`src/rtl/uart_pkg.sv`:
```
// -----------------------------------------------------------------------------
// uart_pkg
// Shared UART definitions for the transmitter and receiver:
//   parity_e       - line parity mode (NONE / ODD / EVEN)
//   tx_state_e     - transmitter frame-sequencing states
//   bit_period()   - elaboration-time clocks-per-bit, rounded to nearest
// -----------------------------------------------------------------------------
package uart_pkg;

    typedef enum logic [1:0] {
        PAR_NONE = 2'd0,
        PAR_ODD  = 2'd1,
        PAR_EVEN = 2'd2
    } parity_e;

    typedef enum logic [2:0] {
        ST_IDLE,
        ST_START,
        ST_DATA,
        ST_PARITY,
        ST_STOP,
        ST_HOLD
    } tx_state_e;

    // Clocks per line bit, rounded to the nearest integer.
    function automatic int bit_period(input int clk_frequency, input int baud_rate);
        return (clk_frequency + baud_rate / 2) / baud_rate;
    endfunction

endpackage

```
`src/rtl/uart_baud_gen.sv`:
```
// -----------------------------------------------------------------------------
// uart_baud_gen
// Loadable down-counter that marks the last clock of every line bit.
// Ports:
//   clk     in   system clock
//   rst     in   asynchronous active-high reset
//   clear   in   synchronous restart; the following BIT_PERIOD cycles form
//                one full bit
//   bit_end out  high on the final cycle of each BIT_PERIOD-long bit
// -----------------------------------------------------------------------------
module uart_baud_gen #(
    parameter int BIT_PERIOD = 434
) (
    input  logic clk,
    input  logic rst,
    input  logic clear,
    output logic bit_end
);

    localparam int            CW     = $clog2(BIT_PERIOD);
    localparam logic [CW-1:0] RELOAD = CW'(BIT_PERIOD - 1);

    logic [CW-1:0] cnt;

    always_ff @(posedge clk or posedge rst) begin
        if (rst) begin
            cnt <= RELOAD;
        end else if (clear || cnt == '0) begin
            cnt <= RELOAD;
        end else begin
            cnt <= cnt - CW'(1);
        end
    end

    assign bit_end = (cnt == '0);

endmodule

```
`src/rtl/uart_transmitter.sv`:
```
// -----------------------------------------------------------------------------
// uart_transmitter
// Sends one UART frame (start, 8 data bits LSB first, optional parity,
// 1 or 2 stop bits) per accepted Send request.
// Ports:
//   ipClk     in   system clock
//   ipReset   in   asynchronous active-high reset (aborts any frame)
//   ipTxData  in   byte to send, sampled only on the accept cycle
//   ipTxSend  in   level-sensitive send request, accepted while idle
//   opTxBusy  out  high from the cycle after accept until the frame has
//                  finished and ipTxSend is low
//   opTx      out  registered serial line, idles high
// -----------------------------------------------------------------------------
module uart_transmitter
    import uart_pkg::*;
#(
    parameter int CLK_FREQUENCY = 50_000_000,
    parameter int BAUD_RATE     = 115_200,
    parameter int PARITY        = 0,
    parameter int STOP_BITS     = 1
) (
    input  logic       ipClk,
    input  logic       ipReset,
    input  logic [7:0] ipTxData,
    input  logic       ipTxSend,
    output logic       opTxBusy,
    output logic       opTx
);

    localparam int      BIT_PERIOD = bit_period(CLK_FREQUENCY, BAUD_RATE);
    localparam parity_e PAR_MODE   = parity_e'(PARITY[1:0]);
    localparam logic    STOP_LAST  = (STOP_BITS == 2);

    if (STOP_BITS != 1 && STOP_BITS != 2) begin : g_bad_stop_bits
        $error("uart_transmitter: STOP_BITS must be 1 or 2");
    end
    if (PARITY < 0 || PARITY > 2) begin : g_bad_parity
        $error("uart_transmitter: PARITY must be 0, 1 or 2");
    end
    if (BIT_PERIOD < 2) begin : g_bad_period
        $error("uart_transmitter: bit period must be at least 2 clocks");
    end

    // Even parity is the XOR of the data; odd parity is its complement.
    function automatic logic parity_bit(input logic [7:0] d);
        return (PAR_MODE == PAR_ODD) ? ~^d : ^d;
    endfunction

    tx_state_e  state, state_next;
    logic [2:0] bit_idx, bit_idx_next;
    logic       stop_cnt, stop_cnt_next;
    logic [7:0] shreg, shreg_next;
    logic       par_reg, par_next;
    logic       tx_next;
    logic       busy_next;
    logic       baud_clear;
    logic       bit_end;

    uart_baud_gen #(
        .BIT_PERIOD (BIT_PERIOD)
    ) u_baud_gen (
        .clk     (ipClk),
        .rst     (ipReset),
        .clear   (baud_clear),
        .bit_end (bit_end)
    );

    always_comb begin
        state_next    = state;
        bit_idx_next  = bit_idx;
        stop_cnt_next = stop_cnt;
        shreg_next    = shreg;
        par_next      = par_reg;
        baud_clear    = 1'b0;

        case (state)
            ST_IDLE: begin
                if (ipTxSend) begin
                    state_next    = ST_START;
                    shreg_next    = ipTxData;
                    par_next      = parity_bit(ipTxData);
                    bit_idx_next  = 3'd0;
                    stop_cnt_next = 1'b0;
                    // Bit timing is phase-locked to the accept edge.
                    baud_clear    = 1'b1;
                end
            end
            ST_START: begin
                if (bit_end) state_next = ST_DATA;
            end
            ST_DATA: begin
                if (bit_end) begin
                    if (bit_idx == 3'd7) begin
                        state_next = (PAR_MODE != PAR_NONE) ? ST_PARITY : ST_STOP;
                    end else begin
                        bit_idx_next = bit_idx + 3'd1;
                        shreg_next   = {1'b0, shreg[7:1]};
                    end
                end
            end
            ST_PARITY: begin
                if (bit_end) state_next = ST_STOP;
            end
            ST_STOP: begin
                if (bit_end) begin
                    if (stop_cnt == STOP_LAST) begin
                        // A request still asserted here is the one just served.
                        state_next = ipTxSend ? ST_HOLD : ST_IDLE;
                    end else begin
                        stop_cnt_next = 1'b1;
                    end
                end
            end
            ST_HOLD: begin
                if (!ipTxSend) state_next = ST_IDLE;
            end
            default: state_next = ST_IDLE;
        endcase

        // Line level is decoded from the next state so opTx is a clean flop.
        case (state_next)
            ST_START:  tx_next = 1'b0;
            ST_DATA:   tx_next = shreg_next[0];
            ST_PARITY: tx_next = par_next;
            default:   tx_next = 1'b1;
        endcase

        busy_next = (state_next != ST_IDLE);
    end

    always_ff @(posedge ipClk or posedge ipReset) begin
        if (ipReset) begin
            state    <= ST_IDLE;
            bit_idx  <= 3'd0;
            stop_cnt <= 1'b0;
            opTx     <= 1'b1;
            opTxBusy <= 1'b0;
        end else begin
            state    <= state_next;
            bit_idx  <= bit_idx_next;
            stop_cnt <= stop_cnt_next;
            opTx     <= tx_next;
            opTxBusy <= busy_next;
        end
    end

    // Payload registers carry no reset; they are reloaded on every accept.
    always_ff @(posedge ipClk) begin
        shreg   <= shreg_next;
        par_reg <= par_next;
    end

endmodule

```
`config.mk`:
```
export PLATFORM = sky130hd
export DESIGN_NAME = uart_transmitter
export DESIGN_NICKNAME = d
export VERILOG_FILES = /design/src/rtl/uart_pkg.sv /design/src/rtl/uart_baud_gen.sv /design/src/rtl/uart_transmitter.sv
export SDC_FILE = /design/constraint.sdc
export NUM_CORES = 1
export LEC_CHECK = 0
export CELL_PAD_IN_SITES_DETAIL_PLACEMENT = 0
export CELL_PAD_IN_SITES_GLOBAL_PLACEMENT = 2
export CORE_MARGIN = 8
export CORE_UTILIZATION = 39
export CTS_BUF_LIST = sky130_fd_sc_hd__clkbuf_8
export CTS_CLUSTER_SIZE = 30
export DETAILED_ROUTE_END_ITERATION = 8
export PLACE_DENSITY = 0.83
export REMOVE_ABC_BUFFERS = 1
export SKIP_CTS_REPAIR_TIMING = 1
export SYNTH_ARGS = -nofsm -noshare
export SYNTH_HDL_FRONTEND = slang
export SYNTH_HIERARCHICAL = 1
export SYNTH_SLANG_ARGS = --single-unit
```
`constraint.sdc`:
```
create_clock -name ipClk -period 3.6 [get_ports ipClk]
set_input_delay 1.08 -clock ipClk [delete_from_list [all_inputs] [get_ports ipClk]]
set_output_delay 1.08 -clock ipClk [all_outputs]
set_load 0.03 [all_outputs]
```
==> impl_metrics.py, run 1 <==
metrics = {
    "outcome": {
        "status": "completed",
    },
    "drt": {
        "route.detailed.drc": 0,
        "via_per_inst": 5.264,
        "wl_per_cell_um": 13.89,
        "dr.first_iter.drc_count": 34,
        "dr_total_vias": 958,
        "drt-pass1-iter-count": 4,
        "postRouteAntennaNets": 0,
        "wl_um": 2528,
    },
    "sta": {
        "fin_skew_ns": 0.004836,
        "relSlewSlack": 0.7569,
        "clock.fmax_ghz": 0.3551,
        "rsz0062_at_grt": "false",
        "fin_crit_ns": 2.816,
        "fin_tns_setup_ns": 0,
        "fin_crit_sh": 0.7822,
        "setup_violations": 0,
        "fin_ws_ns": 0.7841,
        "finalHoldViolations": 0,
        "tightest_slew_ns": 0.3643,
        "hold_slack_ns": 0.4895,
        "slew_viol_final": 0,
    },
    "floorplan": {
        "die_width_um": 75,
        "start_util": 0.4068,
        "top_level_ports": 13,
        "num_rows": 21,
        "core_area_mm2": 0.003337,
        "die_area_mm2": 0.005625,
        "die_y_um": 75,
    },
    "synthesis": {
        "synth_area_mm2": 0.001358,
        "synth-seq-cells": 26,
        "synth.avg_cell_area_um2": 11.04,
        "synth-main-ff-cell": "dfrtp_1",
        "yosysTopAreaCellShare": 0.2028,
        "yosysSeqAreaShare": 0.5032,
        "synth_area_leaders": "dfrtp_1, edfxtp_1, dfstp_2",
        "synth_common_cells": "dfrtp_1, inv_1, xnor2_1, nor2_1, edfxtp_1",
        "synth_top_area_cell": "dfrtp_1",
        "synth_edf_count": 7,
        "ys_types": 44,
        "synth_warnings": 6,
        "synth_most_common_cell": "dfrtp_1",
        "async_flop_share": 0.6538,
        "synthCells": 123,
    },
    "worst_hold_path": {
        "min_path_type": "reg -> reg",
    },
    "final_layout": {
        "reg_top3": "u_baud_gen/cnt (9), shreg (8)",
        "largest_register_ffs": 9,
        "layoutNonFillerInstCount": 182,
        "syn2layout_area_growth_pct": 15.02,
        "regMostFlops": "u_baud_gen/cnt",
        "antennaDiodeCount": 0,
        "drive_gt1_frac": 0.1397,
        "fin_nets": 151,
    },
    "critical_path": {
        "crit_buf_inv": 2,
        "critPathTopFamily": "simple AND/OR/NAND/NOR gates",
        "cp-endpoint": "opTx$_DFF_PP1_",
        "ff2ff_setup_slack_ns": 0.78,
        "cp.arrival_ns": 3.02,
        "crit_chain": "inv_1 -> ha_1 -> or4b_4 -> nor3_2 -> buf_4 -> nor2b_1 -> a31oi_2 -> a221o_1 -> a2111o_1",
        "cp_slowest_cell": "or4b_4",
        "crit_type": "reg -> reg",
        "r2r-start": "u_baud_gen/cnt[1]$_DFF_PP0_",
        "required_ns": 3.80,
        "crit_path_end_kind": "flip-flop",
        "reg2reg_depth": 9,
        "regToRegEndpoint": "opTx$_DFF_PP1_",
        "cp-start-kind": "flip-flop",
        "crit_start": "u_baud_gen/cnt[1]$_DFF_PP0_",
        "cp_num_cells": 9,
        "cpPeakStageDelay_ns": 0.54,
        "crit_path_max_fanout": 8,
    },
    "placement": {
        "pre_cts_ws_ns": 0.8099,
        "dp_cells": 178,
        "gp_congestion": 0.7850,
        "hpwl_um": 1925,
        "portBuffers": 12,
    },
    "global_route": {
        "grt_max_degree": 16,
        "grt_usage": 0.1008,
        "grt_pass1_wl_um": 4457,
        "grt_pass1_vias": 993,
        "grt_overflow": 0,
        "antenna_found_initial": 0,
    },
    "clocking": {
        "clkLatencyLatePin_ns": 0.27,
        "clkTransAtPathRegs_ns": 0.09,
        "cts_root_buf": "clkbuf_8",
        "htreeDepth": 1,
        "cts_tree": "done",
        "clock_path_buffers": 2,
        "cts_buffers": 3,
        "numClockSinks": 26,
    },
    "pwr": {
        "finalPower_uw": 525.8,
        "peakVddDrop_mv": 0.1634,
        "powerDensity_mw_per_mm2": 336.7,
        "p_leak_uw": 0.0006334,
    },
    "run": {
        "maxCapViolations": 0,
    },
}
[stage by stage]
| stage | utilization | cell area, µm² |
|---|---|---|
| 3_3_place_gp | 0.4544 | 1516 |
| 6_report | 0.4679 | 1562 |
| 5_1_grt | 0.4679 | 1562 |
| 3_5_place_dp | 0.4544 | 1516 |
| 2_1_floorplan | - | 1324 |
| 4_1_cts | 0.4679 | 1562 |
[routing by layer]
layer / routed length [µm] / global-route usage / vias to the layer above
met5: 0 / 0 / -
met4: 29 / 0.03913 / 0
met1: 1299 / 0.1404 / 455
met3: 117 / 0.01864 / 4
li1: - / - / 477
met2: 1082 / 0.1488 / 22
[power by group]
part | total, µW | switching [µW] | internal, µW
clock network | 165 | 88.7 | 76.4
logic | 49.5 | 22.6 | 26.9
registers | 311 | 3.30 | 308
[worst register-to-register path: cells and delay by family (launching register included)]
family	cells	cell delay [ns]
DFF	1	0.43
AOI/OAI and AO/OA	3	0.91
buffers and inverters	2	0.27
adders and majority gates	1	0.24
and+or+nand+nor	3	0.92
[layout by cell type, fill, tap and decap left out, drive strengths merged, types with 4 or more instances in the layout]
cell,n
nand3,4
o21ai,6
dfstp,6
clkdlybuf4s50,12
a22o,6
a21oi,5
nand2,4
dfrtp,11
nor2,9
inv,10
edfxtp,7
xnor2,9
[cell families after synthesis]
logic type | Yosys count | synth area share
multiplexers | 1 | 0.008294
XOR/XNOR | 9 | 0.05807
AND/OR/NAND/NOR | 40 | 0.1890
buffers and inverters | 14 | 0.04977
adder cells (fa/ha/maj) | 3 | 0.02765
AO/OA/AOI/OAI | 30 | 0.1641
flip-flops | 26 | 0.5032
[final cells by class]
cell class / count / area (µm²)
Timing Repair Buffer: 14 / 135.1
Inverter: 9 / 33.78
Tap cell: 46 / 57.56
Sequential cell: 26 / 683.2
Fill cell: 337 / 1775
Clock inverter: 1 / 3.754
Clock buffer: 3 / 41.29
Multi-Input combinational cell: 83 / 606.8
[worst min-delay path by stage]
stage	endpoint	cells after the start	start	slack, ns
floorplan	u_baud_gen/cnt[0]$_DFF_PP1_	1	u_baud_gen/cnt[0]$_DFF_PP1_	0.45
global placement	u_baud_gen/cnt[0]$_DFF_PP1_	1	u_baud_gen/cnt[0]$_DFF_PP1_	0.46
detailed placement	u_baud_gen/cnt[0]$_DFF_PP1_	1	u_baud_gen/cnt[0]$_DFF_PP1_	0.47
CTS	u_baud_gen/cnt[0]$_DFF_PP1_	1	u_baud_gen/cnt[0]$_DFF_PP1_	0.49
global route	u_baud_gen/cnt[0]$_DFF_PP1_	1	u_baud_gen/cnt[0]$_DFF_PP1_	0.51
finish	u_baud_gen/cnt[0]$_DFF_PP1_	1	u_baud_gen/cnt[0]$_DFF_PP1_	0.49
Power figures use the tool's default switching activity.
==> run 2, diff against run 1 <==
Clock period 3.6 ns to 2.8 ns, I/O delays scaled along.
==> impl_metrics.py, run 2 (synthesis results as in run 1) <==
metrics = {
    "critical_path": {
        "crit_type": "reg -> reg",
        "crit_start": "u_baud_gen/cnt[1]$_DFF_PP0_",
        "crit_buf_inv": 1,
        "cpPeakStageDelay_ns": 0.52,
        "required_ns": 3.00,
        "r2r-start": "u_baud_gen/cnt[1]$_DFF_PP0_",
        "critPathTopFamily": "simple AND/OR/NAND/NOR gates",
        "crit_path_max_fanout": 5,
        "cp.arrival_ns": 2.83,
        "crit_chain": "inv_1 -> ha_1 -> or4b_4 -> nor3_2 -> nor2b_1 -> a31oi_2 -> a221o_1 -> a2111o_1",
        "crit_path_end_kind": "flip-flop",
        "cp_slowest_cell": "or4b_4",
        "cp-start-kind": "flip-flop",
    },
    "pwr": {
        "p_leak_uw": 0.0006449,
        "powerDensity_mw_per_mm2": 444.6,
        "peakVddDrop_mv": 0.2089,
        "finalPower_uw": 705.4,
    },
    "drt": {
        "via_per_inst": 5.168,
        "postRouteAntennaNets": 0,
        "drt-pass1-iter-count": 4,
        "wl_um": 2461,
        "route.detailed.drc": 0,
        "dr_total_vias": 951,
        "dr.first_iter.drc_count": 41,
        "wl_per_cell_um": 13.38,
    },
    "sta": {
        "relSlewSlack": 0.7456,
        "fin_skew_ns": 0.003497,
        "rsz0062_at_grt": "false",
        "fin_tns_setup_ns": 0,
        "fin_crit_ns": 2.632,
        "fin_crit_sh": 0.9401,
        "setup_violations": 0,
        "hold_slack_ns": 0.4834,
        "fin_ws_ns": 0.1679,
        "finalHoldViolations": 0,
        "tightest_slew_ns": 0.3806,
        "clock.fmax_ghz": 0.3799,
        "slew_viol_final": 0,
    },
    "floorplan": {
        "core_area_mm2": 0.003337,
        "die_y_um": 75,
        "num_rows": 21,
        "top_level_ports": 13,
        "die_area_mm2": 0.005625,
        "die_width_um": 75,
        "start_util": 0.4068,
    },
    "placement": {
        "portBuffers": 12,
        "pre_cts_ws_ns": 0.1961,
        "gp_congestion": 0.8652,
        "hpwl_um": 1920,
    },
    "final_layout": {
        "drive_gt1_frac": 0.1594,
        "seqCellArea_um2": 683.2,
        "syn2layout_area_growth_pct": 16.87,
        "final_cell_mix": "clkdlybuf4s50_1, dfrtp_1, inv_1, xnor2_1, nor2_1",
        "largest_register_ffs": 9,
        "final_util": 0.4754,
        "multi_input_area_um2": 606.8,
        "reg_top3": "u_baud_gen/cnt (9), shreg (8)",
        "final_common_cell": "clkdlybuf4s50_1",
        "regMostFlops": "u_baud_gen/cnt",
        "antennaDiodeCount": 0,
        "fin_nets": 153,
        "fill_cells": 318,
    },
    "global_route": {
        "antenna_found_initial": 0,
        "grt_overflow": 0,
        "grt_usage": 0.09887,
        "grt_pass1_wl_um": 4243,
        "grt_pass1_vias": 933,
        "grt_max_degree": 15,
    },
    "clocking": {
        "clkLatencyLatePin_ns": 0.27,
        "clock_path_buffers": 2,
        "cts_root_buf": "clkbuf_8",
        "numClockSinks": 26,
        "htreeDepth": 1,
        "clkTransAtPathRegs_ns": 0.09,
        "cts_tree": "done",
        "cts_buffers": 3,
    },
    "run": {
        "maxCapViolations": 0,
    },
    "outcome": {
        "status": "completed",
    },
    "worst_hold_path": {
        "min_path_type": "reg -> reg",
        "hold_start": "u_baud_gen/cnt[0]$_DFF_PP1_",
    },
}
-- run 2: area by class of cell --
type | count | area share
flip-flops and latches | 26 | 0.4306
multi-input cells | 83 | 0.3825
repair buffers | 16 | 0.09464
well taps | 46 | 0.03628
clock buffers | 4 | 0.03470
inverters | 9 | 0.02129
-- run 2: layer usage --
| layer | vias to the layer above | track usage | part of all wire |
|---|---|---|---|
| met5 | - | 0 | 0 |
| met4 | 0 | 0.04565 | 0.013 |
| met1 | 442 | 0.1254 | 0.50 |
| met2 | 22 | 0.1536 | 0.44 |
| met3 | 4 | 0.02397 | 0.041 |
| li1 | 483 | - | - |
-- run 2: worst paths after layout --
kind                                               endpoint  slack [ns]  depth (start not counted)
min in group asynchronous            bit_idx[1]$_DFFE_PP0P_        0.85                          2
worst min-delay path            u_baud_gen/cnt[0]$_DFF_PP1_        0.48                          1
worst max register to register               opTx$_DFF_PP1_        0.17                          8
max in group asynchronous       u_baud_gen/cnt[0]$_DFF_PP1_        1.63                          2
worst min register to register  u_baud_gen/cnt[0]$_DFF_PP1_        0.48                          1
worst max-delay path                         opTx$_DFF_PP1_        0.17                          8
-- run 2: through the flow --
stage	instances	cell area, µm²
after floorplan	118	1324
after global placement	180	1531
after detailed placement	180	1531
after CTS	184	1587
after global routing	184	1587
final	184	1587
-- run 2: where the power goes --
part           leakage, µW  switching, µW  internal [µW]
logic             0.000332           27.5           34.5
registers         0.000285           4.41            396
clock network    0.0000288            117            126
